**src/rtl/approx_mult_seq.sv**
```systemverilog
// approx_mult_seq: sequential approximate unsigned multiplier.
// Each operand is shifted left until its MSB is set. The top TRUNC bits of
// the two normalised operands are multiplied. The product is then shifted
// right by the combined normalisation shift. A zero operand skips the
// datapath, and the result register holds its value between operations.
module approx_mult_seq #(
    parameter int WIDTH = 16,
    parameter int TRUNC = 8
) (
    input  logic                 clk,
    input  logic                 rst,
    input  logic                 start,
    input  logic [WIDTH-1:0]     a_in,
    input  logic [WIDTH-1:0]     b_in,
    output logic                 busy,
    output logic                 done,
    output logic [2*WIDTH-1:0]   result
);
    localparam int SW = $clog2(WIDTH);
    localparam int CW = $clog2(2*WIDTH);
    localparam int PW = 2*TRUNC;
    localparam int RW = 2*WIDTH;

    typedef enum logic [2:0] {IDLE, NORM, MULT, DENORM, DONE} state_t;

    state_t           state_reg, state_next;
    logic [WIDTH-1:0] ra_reg, ra_next;
    logic [WIDTH-1:0] rb_reg, rb_next;
    logic [SW-1:0]    sa_reg, sa_next;
    logic [SW-1:0]    sb_reg, sb_next;
    logic [RW-1:0]    sr_reg, sr_next;
    logic [CW-1:0]    cnt_reg, cnt_next;
    logic [RW-1:0]    result_reg, result_next;
    logic [PW-1:0]    prod;

    // Product of the kept MSB slices of both normalised operands
    assign prod = PW'(ra_reg[WIDTH-1 -: TRUNC]) * PW'(rb_reg[WIDTH-1 -: TRUNC]);

    assign result = result_reg;

    // State and datapath registers; an active-low reset aborts any operation
    always_ff @(posedge clk) begin
        if (!rst) begin
            state_reg  <= IDLE;
            ra_reg     <= '0;
            rb_reg     <= '0;
            sa_reg     <= '0;
            sb_reg     <= '0;
            sr_reg     <= '0;
            cnt_reg    <= '0;
            result_reg <= '0;
        end else begin
            state_reg  <= state_next;
            ra_reg     <= ra_next;
            rb_reg     <= rb_next;
            sa_reg     <= sa_next;
            sb_reg     <= sb_next;
            sr_reg     <= sr_next;
            cnt_reg    <= cnt_next;
            result_reg <= result_next;
        end
    end

    // Next-state, datapath updates and status outputs
    always_comb begin
        state_next  = state_reg;
        ra_next     = ra_reg;
        rb_next     = rb_reg;
        sa_next     = sa_reg;
        sb_next     = sb_reg;
        sr_next     = sr_reg;
        cnt_next    = cnt_reg;
        result_next = result_reg;
        busy        = (state_reg != IDLE);
        done        = (state_reg == DONE);

        case (state_reg)
            IDLE: begin
                if (start) begin
                    ra_next = a_in;
                    rb_next = b_in;
                    sa_next = '0;
                    sb_next = '0;
                    if (a_in == '0 || b_in == '0) begin
                        // A zero operand gives an exact zero product.
                        result_next = '0;
                        state_next  = DONE;
                    end else begin
                        state_next = NORM;
                    end
                end
            end
            NORM: begin
                if (ra_reg[WIDTH-1] && rb_reg[WIDTH-1]) begin
                    state_next = MULT;
                end else begin
                    // Each operand shifts on its own until its MSB is set.
                    if (!ra_reg[WIDTH-1]) begin
                        ra_next = {ra_reg[WIDTH-2:0], 1'b0};
                        sa_next = sa_reg + 1'b1;
                    end
                    if (!rb_reg[WIDTH-1]) begin
                        rb_next = {rb_reg[WIDTH-2:0], 1'b0};
                        sb_next = sb_reg + 1'b1;
                    end
                end
            end
            MULT: begin
                sr_next    = RW'(prod) << (RW - PW);
                cnt_next   = CW'(sa_reg) + CW'(sb_reg);
                state_next = DENORM;
            end
            DENORM: begin
                if (cnt_reg == '0) begin
                    result_next = sr_reg;
                    state_next  = DONE;
                end else begin
                    sr_next  = sr_reg >> 1;
                    cnt_next = cnt_reg - 1'b1;
                end
            end
            DONE: begin
                state_next = IDLE;
            end
            default: begin
                state_next = IDLE;
            end
        endcase
    end

endmodule

```
**config.mk**
```make
export PLATFORM = sky130hd
export DESIGN_NAME = approx_mult_seq
export DESIGN_NICKNAME = d
export VERILOG_FILES = /design/src/rtl/approx_mult_seq.sv
export SDC_FILE = /design/constraint.sdc
export NUM_CORES = 1
export LEC_CHECK = 0
export BUFFER_PORTS_ARGS = -buffer_cell sky130_fd_sc_hd__buf_2
export CAP_MARGIN = 40
export CORE_ASPECT_RATIO = 1.2
export CORE_MARGIN = 5
export CORE_UTILIZATION = 45
export DETAILED_ROUTE_END_ITERATION = 16
export MAX_ROUTING_LAYER = met4
export PLACE_DENSITY = 0.7
export SLEW_MARGIN = 40
export SYNTH_ARGS = -nofsm -noshare
export SYNTH_HDL_FRONTEND = slang
export SYNTH_SLANG_ARGS = --single-unit
```
**constraint.sdc**
```tcl
create_clock -name clk -period 4.2 [get_ports clk]
set_input_delay 0 -clock clk [delete_from_list [all_inputs] [get_ports clk]]
set_output_delay 0 -clock clk [all_outputs]
set_load 0.05 [all_outputs]
```
=== Yosys cells after proc, flatten, opt, wreduce, memory -nomap -nowiden ===
Index checks and enable logic that the tools add are counted.

* Add/sub/neg operators: 4
* Multipliers: 1
* Eq/ne operators: 12
* Mux-type cells: 28
* Reductions and logical operators: 16

{| class="wikitable"
|+ Operators with widths
! cell !! number
|-
| $mux 32 || 4
|-
| $pmux 32 s2 || 2
|-
| $mux 16 || 6
|-
| $pmux 16 s2 || 2
|-
| $logic_not 16->1 || 2
|-
| $mux 4 || 5
|-
| $mul 8x8->16 || 1
|-
| $ne 2x2->1 const B || 8
|-
| $pmux 4 s2 || 2
|-
| $mux 3 || 4
|-
| $pmux 3 s4 || 1
|-
| $reduce_and 4->1 || 3
|-
| $pmux 5 s2 || 1
|-
| $add 4x1->4 const B || 2
|-
| $eq 3x2->1 const B || 2
|-
| $reduce_and 3->1 || 2
|-
| $reduce_bool 2->1 || 3
|-
| $add 4x4->5 || 1
|-
| $logic_not 5->1 || 1
|-
| $mux 5 || 1
|-
| $sub 5x1->5 const B || 1
|-
| $eq 3x1->1 const B || 1
|-
| $eq 3x3->1 const B || 1
|-
| $logic_not 3->1 || 1
|-
| other kinds (4) || 4
|}

* Flip-flop bits (word level): 112
* Bits of input ports: 35
* Output and inout bits: 34
* Logic and storage cells: 71

=== Depth between registers and ports, before layout ===
Gate-level depths: netlist of run 1.

* Depth in word-level cells: 5
* Mapped depth: 17
* Mapped depth without buffers: 16

=== Worst setup path after synthesis of run 1 ===
Ideal clock, no wire load.

* Kind: reg-to-reg
* Start: register rb_reg[15]
* End: register sr_reg[30]
* Setup time: 0.091 ns
* Data arrival time: 4.205 ns
* Required time: 4.109 ns
* Setup slack: -0.096 ns
* Cell stages (with the launch flop): 17
* Path buffers: 1
* Path through: dfxtp_1 > clkbuf_1 > nand2_1 > fa_1 > fa_1 > inv_1 > fa_1 > inv_1 > fa_1 > inv_1 > ha_1 > a21oi_1 > o211ai_1 > a31oi_1 > o21ai_0 > nand4_1 > nor4bb_1

* Cells in the longest elaborated chain, start to end: 2

{| class="wikitable"
|+ RTL lines
! what !! RTL line !! RTL
|-
| from (decl) || 28 || <nowiki>logic [WIDTH-1:0] rb_reg, rb_next;</nowiki>
|-
| from (signal assigned) || 55 || <nowiki>rb_reg <= rb_next;</nowiki>
|-
| $mul 8x8->16 || 37 || <nowiki>assign prod = PW'(ra_reg[WIDTH-1 -: TRUNC]) * PW'(rb_reg[WIDTH-1 -: TRUNC]);</nowiki>
|-
| $pmux 32 s2 || 77 || <nowiki>case (state_reg)</nowiki>
|-
| to (signal assigned) || 58 || <nowiki>sr_reg <= sr_next;</nowiki>
|-
| to (decl) || 31 || <nowiki>logic [RW-1:0] sr_reg, sr_next;</nowiki>
|}

No other way between the ends.
A chain may end at the register's enable or synchronous reset.

=== Worst setup path after layout of run 1 ===
* Start: register ra_reg[10]
* End: register sr_reg[30]

* Cells in the longest elaborated chain, start to end: 2

{| class="wikitable"
|+ RTL lines
! what !! RTL line !! RTL
|-
| from (decl) || 27 || <nowiki>logic [WIDTH-1:0] ra_reg, ra_next;</nowiki>
|-
| from (signal assigned) || 54 || <nowiki>ra_reg <= ra_next;</nowiki>
|-
| $mul 8x8->16 || 37 ||
|-
| $pmux 32 s2 || 77 ||
|}

No other way between the ends.

==> results.py, run 1 <==
metrics = {
    "power_and_ir_drop": {
        "leakagePower_uw": 0.00363,
        "seq_power_share": 0.458,
        "p_int_uw": 1800,
        "p_clk_frac": 0.359,
        "switching_share": 0.278,
        "power.switching_uw": 693,
        "vdd.ir_drop.worst_mv": 0.203,
        "power_density_nw_per_um2": 308,
        "comb_power_share": 0.183,
    },
    "layout": {
        "num-nets-final": 948,
        "diodes": 0,
        "final_core_util": 0.541,
        "drive_gt1_frac": 0.194,
        "area_growth_pct": 18.3,
        "final.fill_count": 1427,
    },
    "logic_synthesis": {
        "postSynthCellCount": 748,
        "syn_area_sq_um": 6850,
        "ys_seq_area_frac": 0.328,
        "synth.net_count": 864,
        "ys_types": 60,
        "async_reset_ff_frac": 0,
        "ys_seq_elements": 112,
        "synth.avg_cell_area_sq_um": 9.15,
        "yosys_warnings": 0,
        "synth_edf_count": 0,
        "ys.flop_type": "dfxtp_1",
    },
    "clock_tree": {
        "htreeDepth": 3,
        "clock_latency_ps": 350,
        "clock_path_buffers": 2,
        "tritoncts": "built",
        "clk_pin_slew_ps": 70,
        "cts-root-buf": "clkbuf_16",
        "numCtsBuffers": 9,
        "clock-sinks": 112,
    },
    "global_route": {
        "grt_pass1_vias": 5432,
        "overflow": 0,
        "grt_start_max_net_pins": 78,
        "antenna_found_initial": 0,
        "grt_pass1_wl_microns": 25900,
        "grt_usage": 0.181,
    },
    "floorplan": {
        "die-area_sq_um": 17800,
        "die_w_microns": 123,
        "die_h_microns": 145,
        "fp.coreArea_sq_um": 15000,
        "io_pins": 69,
        "rows": 49,
        "start_util": 0.458,
    },
    "timing": {
        "worstMarginPinSlew_ps": 841,
        "fin_crit_ps": 4070,
        "clock_skew_ps": 8.18,
        "setup_violations": 0,
        "clock.fmax_mhz": 246,
        "period_share": 0.969,
        "slew_headroom": 0.439,
        "slew_violations": 0,
        "finalWorstSetupSlack_ps": 132,
        "finalHoldViolCount": 0,
    },
    "route": {
        "drc_errors": 0,
        "wl_microns": 15200,
        "drt_iter0_drc": 274,
        "dr.pass1.iters": 6,
        "route.detailed.vias_per_inst": 5.29,
        "wl_per_cell_microns": 14.6,
        "postRouteAntennaNets": 0,
        "dr_total_vias": 5502,
    },
    "place": {
        "port_buffers": 68,
        "place_ws_ps": -61.9,
        "place.gp.congestion": 0.900,
        "dp.final_hpwl_microns": 10800,
    },
    "worst_setup_path": {
        "cp_max_fo": 4,
        "cp-end-kind": "flop",
        "cp.arrival_ps": 4340,
        "cp.required_ps": 4470,
        "startpoint_type": "flop",
        "critPathKind": "flop to flop",
    },
    "job": {
        "drv_cap": 0,
    },
    "status": {
        "status": "finished, final reports clean",
    },
    "hold_path": {
        "hold_path.class": "input port to flop",
    },
}
[placed cells by master, fill, tap and decap left out, types with 5 or more instances in the layout]
cell type        n
nor2b_1         24
nor4_1           9
o211a_1         10
dfxtp_1        101
a21boi_1        14
and2_1          51
a31oi_1         15
ha_1            40
dfxtp_4          6
a21boi_0        14
o211ai_1         6
nor3b_1         11
a22oi_1         33
buf_2           68
a21oi_1         14
xnor2_1          6
nand4_1          5
nand2_2          5
buf_4           29
dlygate4sd3_1   22
a22o_1          32
o21ai_0         13
nand3_1         13
fa_1            35
nor2_1          24
dfxtp_2          5
xor2_1           8
clkbuf_16        9
nand2_1         76
inv_1           58
[area by class of cell]
| cell class | instances | area, sq um | share of cell area |
|---|---|---|---|
| clock buffer | 13 | 260 | 0.0321 |
| timing repair buffer | 121 | 801 | 0.0989 |
| clock inverter | 3 | 47.5 | 0.00587 |
| inverter | 62 | 233 | 0.0287 |
| multi-input combinational | 526 | 4230 | 0.522 |
| tap | 204 | 255 | 0.0315 |
| sequential | 112 | 2270 | 0.280 |
[cell usage after synthesis (all sizes together), types with 3 or more instances]
master / number / area share
a21boi: 28 / 0.031
a21o: 3 / 0.0033
a21oi: 18 / 0.013
a22o: 32 / 0.041
a22oi: 34 / 0.038
a31oi: 16 / 0.015
and2: 53 / 0.048
buf: 21 / 0.021
clkbuf: 27 / 0.015
dfxtp: 112 / 0.33
fa: 37 / 0.11
ha: 44 / 0.080
inv: 62 / 0.034
nand2: 81 / 0.045
nand2b: 4 / 0.0037
nand3: 13 / 0.0095
nand4: 5 / 0.0046
nor2: 28 / 0.018
nor2b: 24 / 0.022
nor3: 5 / 0.0044
nor3b: 13 / 0.017
nor4: 9 / 0.0082
o211a: 10 / 0.015
o211ai: 6 / 0.0066
o21ai: 17 / 0.012
o221a: 3 / 0.0049
o311ai: 6 / 0.0077
or3: 3 / 0.0027
xnor2: 6 / 0.0077
xor2: 8 / 0.010
[path summary, 6_finish.rpt]
check | startpoint | to | slack, ps | depth (start not counted)
max | ra_reg[10] | sr_reg[30] | 130 | 15
min | b_in[13] | rb_reg[13] | 7 | 3
max reg2reg | ra_reg[10] | sr_reg[30] | 130 | 15
min reg2reg | rb_reg[4] | rb_reg[4] | 460 | 2
[worst max-delay path: stages (launching register included)]
cell	delay, ps
dfxtp_2	340
buf_4	140
and2_4	150
fa_1	560
fa_1	440
fa_1	510
inv_2	40
fa_1	520
inv_1	40
ha_1	300
o21ai_1	150
nand2b_1	110
a31oi_2	240
o21ai_2	100
nand4_1	80
nor4bb_2	250
[logic make-up after synthesis]
kind of cell,Yosys count,share of synthesized area
simple gates,246,0.194
compound gates,184,0.200
flops,112,0.328
buf+inv,110,0.0702
fa+ha+maj,81,0.189
xor+xnor,14,0.0179
mux,1,0.00146
[layer usage]
| layer | wire length, microns | up-vias | global-route usage |
|---|---|---|---|
| met5 | 0 | - | - |
| li1 | - | 2771 | - |
| met3 | 548 | 20 | 0.0304 |
| met1 | 7160 | 2602 | 0.238 |
| met2 | 7200 | 109 | 0.286 |
| met4 | 308 | 0 | 0.0543 |
[metrics by stage]
| step | total power (uW) | std cells | hold slack, ps | area, sq um | TNS (ps) |
|---|---|---|---|---|---|
| after floorplan | 1450 | 748 | 152 | 6860 | 0 |
| after global placement | 1580 | 1002 | 303 | 7420 | 0 |
| after detailed placement | 1580 | 1002 | 301 | 7420 | -92.6 |
| after CTS | 2500 | 1040 | 3.33 | 7950 | 0 |
| after global routing | 2630 | 1041 | 8.18 | 8100 | -99.3 |
| final | 2500 | 1041 | 7.18 | 8100 | 0 |
[what timing repair did]
item,CTS,global route
endpoints found under the hold margin,22,0
setup buffers,0,1
resized for setup,5,41
endpoints found under the setup margin,2,6
pin swaps,1,28
hold buffers,22,0
[power groups by stage]
stage	combinational (uW)	sequential, uW	clock, uW
global route	513	1150	968
detailed placement	420	1160	0
finish	456	1140	896
global placement	414	1160	0
CTS	439	1140	922
floorplan	299	1150	0
Power figures use the tool's default switching activity.
==> run 2, diff against run 1 <==
Settings changed: CORE_UTILIZATION 45 to 50, PLACE_DENSITY 0.7 to 0.76.
==> run 2 against run 1 <==
Net effect:
- the flow now finishes with violations (hold timing)
- power down 1.7%
- via count down 0.64%
- setup slack better by 17 ps
- flip-flop and latch count unchanged
- clock power down 4.9%
- critical path type unchanged
- critical endpoint unchanged
==> results.py, run 2 (synthesis gave the netlist of run 1 again) <==
metrics = {
    "worst_setup_path": {
        "critPathKind": "flop to flop",
        "cp.arrival_ps": 4320,
        "cp-end-kind": "flop",
        "rr_worst_depth": 15,
        "cp_max_fo": 5,
        "startpoint_type": "flop",
        "r2r-start": "rb_reg[11]",
        "r2r_end": "sr_reg[30]",
        "cp-endpoint": "sr_reg[30]",
        "setup.worst_path.start": "rb_reg[11]",
        "rrSetupSlack_ps": 150,
        "cp.required_ps": 4460,
    },
    "layout": {
        "num-nets-final": 950,
        "diodes": 0,
        "finalInstanceArea_sq_um": 8080,
        "drive_gt1_frac": 0.203,
        "area_growth_pct": 18.0,
        "layout_common_cells": "dfxtp_1, nand2_1, buf_2",
        "final_common_cell": "dfxtp_1",
        "multi_input_area_sq_um": 4260,
        "seqCellArea_sq_um": 2270,
        "final.fill_count": 1134,
        "final_cells": 1007,
    },
    "route": {
        "wl_microns": 15000,
        "drc_errors": 0,
        "dr_total_vias": 5467,
        "drt_iter0_drc": 333,
        "wl_per_cell_microns": 14.8,
        "route.detailed.vias_per_inst": 5.43,
        "dr.pass1.iters": 4,
        "postRouteAntennaNets": 0,
    },
    "timing": {
        "slew_violations": 0,
        "worst_hold_slack_ps": -6.83,
        "clock_skew_ps": 14.8,
        "slew_headroom": 0.488,
        "period_share": 0.965,
        "setup_violations": 0,
        "finalWorstSetupSlack_ps": 148,
        "rsz0062_at_grt": "true",
        "worstMarginPinSlew_ps": 767,
        "fin_setup_tns_ps": 0,
        "fin_crit_ps": 4050,
        "finalHoldViolCount": 2,
        "clock.fmax_mhz": 247,
    },
    "place": {
        "place.gp.congestion": 0.895,
        "dp.final_hpwl_microns": 10600,
        "place_ws_ps": -108,
        "dpl.cell_count": 964,
        "port_buffers": 68,
        "placed_area_sq_um": 7360,
    },
    "clock_tree": {
        "numCtsBuffers": 9,
        "clock-sinks": 112,
        "cts-root-buf": "clkbuf_16",
        "clk_pin_slew_ps": 80,
        "htreeDepth": 3,
        "clock_path_buffers": 2,
        "tritoncts": "built",
        "clock_latency_ps": 360,
    },
    "global_route": {
        "grt_pass1_vias": 5275,
        "grt_pass1_wl_microns": 25000,
        "overflow": 0,
        "grt_usage": 0.189,
        "antenna_found_initial": 0,
        "grt_start_max_net_pins": 41,
    },
    "floorplan": {
        "die_w_microns": 117,
        "die_h_microns": 138,
        "rows": 46,
        "io_pins": 69,
        "fp.coreArea_sq_um": 13400,
        "start_util": 0.513,
        "die-area_sq_um": 16100,
    },
    "hold_path": {
        "min-delay-start": "a_in[4]",
        "hold_path.class": "input port to flop",
    },
    "power_and_ir_drop": {
        "leakagePower_uw": 0.00364,
        "vdd.ir_drop.worst_mv": 0.302,
        "power_density_nw_per_um2": 304,
        "power_uw": 2450,
    },
    "job": {
        "drv_cap": 0,
    },
    "status": {
        "status": "finished, violations left",
        "failed_checks": "hold timing",
    },
}
run 2: power by group:
| group | internal, uW | switching [uW] | leakage [uW] |
|---|---|---|---|
| clock | 421 | 432 | 0.000144 |
| combinational | 202 | 256 | 0.00258 |
| sequential | 1100 | 39.5 | 0.000914 |
| total | 1730 | 727 | 0.00364 |
run 2: cell type report:
type                    count  area share
clock buffers               9      0.0279
clock inverters             7     0.00883
inverters                  62      0.0288
multi-input cells         526       0.527
flip-flops and latches    112       0.281
well taps                 168      0.0260
repair buffers            123      0.0998
run 2: worst min path at each step:
stage                               to  slack (ps)  cells past startpoint
after CTS                    ra_reg[4]           2                      3
after floorplan           state_reg[2]         150                      2
after global routing        ra_reg[13]          30                      3
after global placement       ra_reg[0]         290                      3
after detailed placement     ra_reg[0]         300                      3
final                        ra_reg[4]          -7                      3
run 2: repair_timing:
action,in CTS,in global routing
endpoints found under the setup margin,2,6
pin swaps,3,31
resized for setup,10,37
hold buffers,21,0
buffers inserted,0,6
endpoints found under the hold margin,21,0
run 2: per-stage QoR:
step,utilization,hold slack [ps]
detailed placement,0.551,297
global placement,0.551,294
CTS,0.590,1.88
global route,0.605,25.7
floorplan,-,152
finish,0.605,-6.83
run 2: metal layers:
metal / track usage / wire, microns / vias to the layer above
met4: 0.0537 / 214 / 0
met1: 0.261 / 7000 / 2568
met5: - / 0 / -
li1: - / - / 2768
met3: 0.0236 / 658 / 18
met2: 0.292 / 7070 / 113
run 2: critical path, stage by stage (launching register included):
cell and delay (ps):
dfxtp_4 380, nand2_1 90, fa_1 500, fa_1 560, inv_1 50, fa_1 470
inv_1 50, fa_1 480, inv_2 40, ha_4 270, o211ai_1 100, o211ai_1 300
a31oi_2 150, o21ai_2 190, a21oi_2 70, nor4bb_2 250
